==> src/rtl/signed_digit_decompose_pipe_if.sv <==
// Handshake bundle for signed_digit_decompose_pipe. The optional tag lanes
// exist only when SDD_TAG_EN is defined.
interface signed_digit_decompose_pipe_if #(
  parameter int DATA_W     = 28,
  parameter int NUM_DIGITS = 4,
  parameter int TAG_W      = 8
);
  logic                         in_valid;
  logic                         in_ready;
  logic [DATA_W-1:0]            value_in;
  logic                         out_valid;
  logic                         out_ready;
  logic [NUM_DIGITS*DATA_W-1:0] digits_out;
`ifdef SDD_TAG_EN
  logic [TAG_W-1:0]             tag_in;
  logic [TAG_W-1:0]             tag_out;
`endif

  modport master (
    output in_valid, value_in, out_ready,
`ifdef SDD_TAG_EN
    output tag_in,
    input  tag_out,
`endif
    input  in_ready, out_valid, digits_out
  );

  modport slave (
    input  in_valid, value_in, out_ready,
`ifdef SDD_TAG_EN
    input  tag_in,
    output tag_out,
`endif
    output in_ready, out_valid, digits_out
  );
endinterface

==> src/rtl/signed_digit_decompose_pipe.sv <==
// Centred signed-digit decomposition of a residue mod Q into NUM_DIGITS base-2^BASE_LOG
// digits, one digit per pipeline stage. Optional macro SDD_TAG_EN carries a tag with each word.
module signed_digit_decompose_pipe #(
  parameter int DATA_W     = 28,
  parameter int MODULUS    = 12289,
  parameter int BASE_LOG   = 7,
  parameter int NUM_DIGITS = 4
`ifdef SDD_TAG_EN
  ,
  parameter int TAG_W      = 8
`endif
) (
  input logic                          clk,
  input logic                          rst_n,
  signed_digit_decompose_pipe_if.slave bus
);
  localparam int R     = BASE_LOG * NUM_DIGITS;
  localparam int DIG_W = NUM_DIGITS * DATA_W;

  if (R < DATA_W || BASE_LOG < 2 || (MODULUS % 2) == 0 ||
      longint'(MODULUS) >= (64'sd1 <<< (DATA_W - 1))) begin : g_bad_params
    $fatal(1, "signed_digit_decompose_pipe: illegal parameter set");
  end

  function automatic logic signed [R-1:0] f_centre(input logic [DATA_W-1:0] v);
    logic [R-1:0] vx;
    vx = R'(v);
    if (v <= DATA_W'((MODULUS - 1) / 2)) return signed'(vx);
    return signed'(vx - R'(MODULUS));
  endfunction

  // Negative digits are mapped back into [0, Q) by adding Q.
  function automatic logic [DATA_W-1:0] f_digit(input logic [BASE_LOG-1:0] low);
    if (!low[BASE_LOG-1]) return DATA_W'(low);
    return DATA_W'(low) + DATA_W'(MODULUS) - DATA_W'(2 ** BASE_LOG);
  endfunction

  logic [NUM_DIGITS:0]    r_vld;
  logic [NUM_DIGITS:0]    w_adv;
  logic signed [R-1:0]    r_res_p   [NUM_DIGITS];
  logic [DIG_W-1:0]       r_dig_p   [NUM_DIGITS];
  logic [DIG_W-1:0]       r_dig_out;
  logic signed [R-1:0]    w_res_nxt [NUM_DIGITS];
  logic [DIG_W-1:0]       w_dig_nxt [NUM_DIGITS+1];
`ifdef SDD_TAG_EN
  logic [TAG_W-1:0]       r_tag_p   [NUM_DIGITS];
  logic [TAG_W-1:0]       r_tag_out;
`endif

  // A stage advances when it or any stage downstream of it has a hole, or the sink takes.
  always_comb begin
    w_adv = '0;
    for (int k = 0; k <= NUM_DIGITS; k++) begin
      w_adv[k] = bus.out_ready |
                 ~(&(r_vld | (NUM_DIGITS+1)'((1 << k) - 1)));
    end
  end

  always_comb begin : p_digit
    logic [BASE_LOG-1:0] low;
    logic signed [R-1:0] shifted;
    low     = '0;
    shifted = '0;
    for (int k = 0; k < NUM_DIGITS; k++) w_res_nxt[k] = '0;
    for (int k = 0; k <= NUM_DIGITS; k++) w_dig_nxt[k] = '0;
    for (int k = 1; k <= NUM_DIGITS; k++) begin
      low          = r_res_p[k-1][BASE_LOG-1:0];
      w_dig_nxt[k] = r_dig_p[k-1];
      w_dig_nxt[k][(k-1)*DATA_W +: DATA_W] = f_digit(low);
    end
    for (int k = 1; k < NUM_DIGITS; k++) begin
      low          = r_res_p[k-1][BASE_LOG-1:0];
      shifted      = r_res_p[k-1] >>> BASE_LOG;
      w_res_nxt[k] = shifted + R'(low[BASE_LOG-1]);
    end
  end

  // Stage 0 captures the centred input; stages 1..NUM_DIGITS-1 peel one digit each.
  always_ff @(posedge clk) begin
    if (w_adv[0] && bus.in_valid) begin
      r_res_p[0] <= f_centre(bus.value_in);
      r_dig_p[0] <= '0;
`ifdef SDD_TAG_EN
      r_tag_p[0] <= bus.tag_in;
`endif
    end
    for (int k = 1; k < NUM_DIGITS; k++) begin
      if (w_adv[k] && r_vld[k-1]) begin
        r_res_p[k] <= w_res_nxt[k];
        r_dig_p[k] <= w_dig_nxt[k];
`ifdef SDD_TAG_EN
        r_tag_p[k] <= r_tag_p[k-1];
`endif
      end
    end
  end

  // Final stage: last digit joins the word; this register is the visible output.
  always_ff @(posedge clk or negedge rst_n) begin
    if (!rst_n) begin
      r_vld     <= '0;
      r_dig_out <= '0;
`ifdef SDD_TAG_EN
      r_tag_out <= '0;
`endif
    end else begin
      if (w_adv[0]) r_vld[0] <= bus.in_valid;
      for (int k = 1; k <= NUM_DIGITS; k++) begin
        if (w_adv[k]) r_vld[k] <= r_vld[k-1];
      end
      if (w_adv[NUM_DIGITS] && r_vld[NUM_DIGITS-1]) begin
        r_dig_out <= w_dig_nxt[NUM_DIGITS];
`ifdef SDD_TAG_EN
        r_tag_out <= r_tag_p[NUM_DIGITS-1];
`endif
      end
    end
  end

  assign bus.in_ready   = rst_n & w_adv[0];
  assign bus.out_valid  = r_vld[NUM_DIGITS];
  assign bus.digits_out = r_dig_out;
`ifdef SDD_TAG_EN
  assign bus.tag_out    = r_tag_out;
`endif

endmodule

==> src/flat_wrapper.sv <==
// flat-port wrapper written by rule: the top's interface ports become plain ports
module signed_digit_decompose_pipe_flat 
#(
  parameter int DATA_W     = 28,
  parameter int MODULUS    = 12289,
  parameter int BASE_LOG   = 7,
  parameter int NUM_DIGITS = 4

)
  (clk, rst_n, bus_in_valid, bus_value_in, bus_out_ready, bus_in_ready, bus_out_valid, bus_digits_out);
  signed_digit_decompose_pipe_if #(.DATA_W(DATA_W), .NUM_DIGITS(NUM_DIGITS), .TAG_W(8)) bus_i ();
  input logic clk;
  input logic rst_n;
  input wire logic [$bits(bus_i.in_valid)-1:0] bus_in_valid;
  input wire logic [$bits(bus_i.value_in)-1:0] bus_value_in;
  input wire logic [$bits(bus_i.out_ready)-1:0] bus_out_ready;
  output wire logic [$bits(bus_i.in_ready)-1:0] bus_in_ready;
  output wire logic [$bits(bus_i.out_valid)-1:0] bus_out_valid;
  output wire logic [$bits(bus_i.digits_out)-1:0] bus_digits_out;
  assign bus_i.in_valid = bus_in_valid;
  assign bus_i.value_in = bus_value_in;
  assign bus_i.out_ready = bus_out_ready;
  assign bus_in_ready = bus_i.in_ready;
  assign bus_out_valid = bus_i.out_valid;
  assign bus_digits_out = bus_i.digits_out;
  signed_digit_decompose_pipe #(.DATA_W(DATA_W), .MODULUS(MODULUS), .BASE_LOG(BASE_LOG), .NUM_DIGITS(NUM_DIGITS)) u_core (.clk(clk), .rst_n(rst_n), .bus(bus_i));
endmodule
==> config.mk <==
export PLATFORM = sky130hd
export DESIGN_NAME = signed_digit_decompose_pipe_flat
export DESIGN_NICKNAME = d
export VERILOG_FILES = /design/src/rtl/signed_digit_decompose_pipe_if.sv /design/src/rtl/signed_digit_decompose_pipe.sv /design/src/flat_wrapper.sv
export SDC_FILE = /design/constraint.sdc
export NUM_CORES = 1
export LEC_CHECK = 0
export ABC_CLOCK_PERIOD_IN_PS = 2680
export CAP_MARGIN = 10
export CORE_MARGIN = 3
export CORE_UTILIZATION = 45
export DETAILED_ROUTE_END_ITERATION = 10
export PLACE_DENSITY = 0.77
export SYNTH_ARGS = -nofsm -noshare
export SYNTH_HDL_FRONTEND = slang
export SYNTH_SLANG_ARGS = --single-unit
export TNS_END_PERCENT = 5
==> constraint.sdc <==
create_clock -name clk -period 2.68 [get_ports clk]
set_clock_uncertainty 0.2 [all_clocks]
set_input_delay 0.268 -clock clk [delete_from_list [all_inputs] [get_ports clk]]
set_output_delay 0.268 -clock clk [all_outputs]
set_load 0.01 [all_outputs]
==> run metrics <==
outcome=completed; first drt pass iteration count=5; Port-buffer cells=89; sequential fraction of the synthesis area=between 60% and 70%; fin. max-slew vios=0; arrival time worst endpoint=2.02 ns; Synth Instances=585; vias in the first global route=4352; residual DRC count=0; WP data required=2.21 ns; Async SR Flop Fraction=25.7%; worst skew pair latency=~0.42 ns; GR Util met2=a little over a fifth; DRT antenna net count=0; CTS tree=done; Final Hold Vio Count=0; Synth Cell Area=7910 sq um; num rows=47; worst-margin pin slew=~0.65 ns; die area=around 19000 sq um; # setup viols final=0; fmax=about 0.4 GHz; dpl ws=-0.0389 ns; clock root buffer=clkbuf_16; io pins=146; Layout area overhead=20.1%; Power Density=approximately 800 nW/um^2; total grt overflow=0; area occupied by multi-input gates=2490 sq um; largest net degree at the start of global routing=46; gr usage total=around an eighth; drt total wl=12.3 mm; RSZ-0062 raised after global routing=false; die width=~140 um; initial antenna violation count=0; CTS max path bufs=2; CTS H-tree depth=4; CP startpoint kind=register; Hold Crit Class=reg2reg; setup slack after layout=approximately 0.19 ns; CP peak stage delay=around 0.48 ns; Routed WL per cell=13.3 um; HPWL Detailed=9.10 mm; layout cell share with drive strength beyond 1=14.3%; Nets=between 700 and 800; grt peak-use layer=met2; DR iter-0 viols=219; via count=~4.6k; Ant. Diodes=0; CP Max Fanout=3; gpl congestion=0.910; routing usage on met1=15.7%; Design Area, Final=9510 sq um; Core ar.=16900 sq um; Cell Count, Final, Fillers Out=928; Initial Util=between 40% and 50%; Most used DFF post-synth=edfxtp_1; #FFs+latches synth=between 150 and 200; slowest CP cell=clkdlybuf4s50_1; Ys Warns=0; Die Ht=roughly 140 um; Reg clk slew, reported paths=0.06 ns; clock sink total=175; worst rel slew slack=56.4%; placed cell count=895; Placed Instance Area=8910 sq um; M3 GR Usage=roughly 3.7%; WHS=0.216 ns; Final period util=92.9%; R2R Setup Slk=approximately 0.36 ns; Distinct cells, synth=43; first-pass GRT wire length=20.4 mm; crit path time final=2.49 ns; kind of critical path=reg2out; Max VDD drop=slightly below 500 uV; Via-to-Cell Ratio=between 4 and 5; max-cap check violation count=0; number of buffers created by CTS=17; LEAKAGE=3.59 nW; sequential cell area=between 5000 and 6000 sq um; Critical Path, Cell by Cell=nor2b_2, nand4_1, inv_1, nand2_1, and2_1, clkdlybuf4s50_1; Avg Cell Area, Syn=13.5 sq um; Post-synth EDFFs=130; CP endpoint kind=output pin; Fillers=1327
per-stage QoR:
step | utilization [%] | power [mW] | TNS, ns
after detailed placement | 52.8 | 5.31 | -0.222
after floorplan | - | 4.64 | 0
final | 56.3 | 7.60 | 0
after global placement | 52.8 | 5.24 | 0
after CTS | 56.3 | 7.69 | 0
after global routing | 56.3 | 7.95 | 0
critical path: cells and delay by family (launching register included):
family / cells / cell delay, ns
buffers and inverters: 2 / 0.56
flip-flops: 1 / 0.36
AND/OR/NAND/NOR: 4 / 0.67
what timing repair did:
| action | CTS | global route |
|---|---|---|
| hold endpoints to repair | 45 | 0 |
| hold buffers | 1 | 0 |
| setup endpoints to repair | 0 | 1 |
| gates resized for setup | 0 | 1 |
| buffers inserted | 0 | 0 |
placed cells by master (no fill, tap or decap), types with 11 or more instances in the layout:
cell / netlist / routed
edfxtp_1: 130 / 130
nand2_1: 49 / 49
nand3_1: 23 / 23
ha_1: 12 / 12
xnor2_1: 46 / 46
mux2_2: 34 / 34
nor2_1: 21 / 21
xor2_1: 30 / 30
and3_1: 11 / 11
o21ai_0: 15 / 15
nand4_1: 14 / 14
dfrtp_1: 45 / 45
buf_4: 73 / 29
clkbuf_16: 0 / 18
clkdlybuf4s50_1: 0 / 88
conb_1: 1 / 56
sequential cells by signal, summed over array words and instances (netlist names):
register               flops
u_core.r_res_p            70
u_core.r_dig_p            60
u_core.r_vld               5
u_core.bus.digits_out     40
per-layer routing:
metal  vias up  part of all wire [%]  wire [um]
li1       2220                     -          -
met1      2129                    42       5150
met2       181                    50       6130
met3        20                   6.8        833
met4         0                   1.6        202
met5         -                     0          0
worst paths after layout:
kind,start,to,cells past startpoint
setup / recovery,u_core.r_vld[4]$_DFFE_PN0N_,bus_in_ready,6
hold / removal,u_core.r_dig_p[2][30]$_DFFE_PP_,u_core.r_dig_p[3][30]$_DFFE_PP_,0
max in group asynchronous,rst_n,u_core.bus.digits_out[87]$_DFFE_PN0P_,3
hold reg to reg,u_core.r_dig_p[2][30]$_DFFE_PP_,u_core.r_dig_p[3][30]$_DFFE_PP_,0
min in group asynchronous,rst_n,u_core.r_vld[1]$_DFFE_PN0N_,3
setup reg to reg,u_core.r_res_p[0][6]$_DFFE_PP_,u_core.r_res_p[1][18]$_DFFE_PP_,7
report_power, final:
group / switching, mW / leakage, nW / internal, mW
clock: 0.973 / 0.291 / 1.39
combinational: 0.635 / 1.50 / 0.812
sequential: 0.280 / 1.79 / 3.51
total: 1.89 / 3.59 / 5.71
synth_stat cells, types with 12 or more instances:
master / count / area share [%]
edfxtp_1: 130 / 49
buf_4: 73 / 6.9
nand2_1: 49 / 2.3
xnor2_1: 46 / 5.1
dfrtp_1: 45 / 14
mux2_2: 34 / 4.8
xor2_1: 30 / 3.3
nand3_1: 23 / 1.5
nor2_1: 21 / 1.0
o21ai_0: 15 / 0.95
nand4_1: 14 / 1.1
ha_1: 12 / 1.9
kinds of logic after synthesis:
| family | synth area share [%] |
|---|---|
| flip-flops | 63.6 |
| AND/OR/NAND/NOR | 10.9 |
| buffers and inverters | 7.61 |
| XOR/XNOR | 8.41 |
| multiplexers | 4.97 |
| AO/OA/AOI/OAI | 2.58 |
| adder cells (fa/ha/maj) | 1.90 |
| other | 0.0474 |
layout make-up:
cell class	count	share of cell area, %
clock buffers	21	5.07
clock inverters	11	1.04
inverters	4	0.158
multi-input cells	378	26.2
flip-flops and latches	175	52.9
well taps	220	2.90
repair buffers	119	11.7
(Power assumes the default switching activity.)
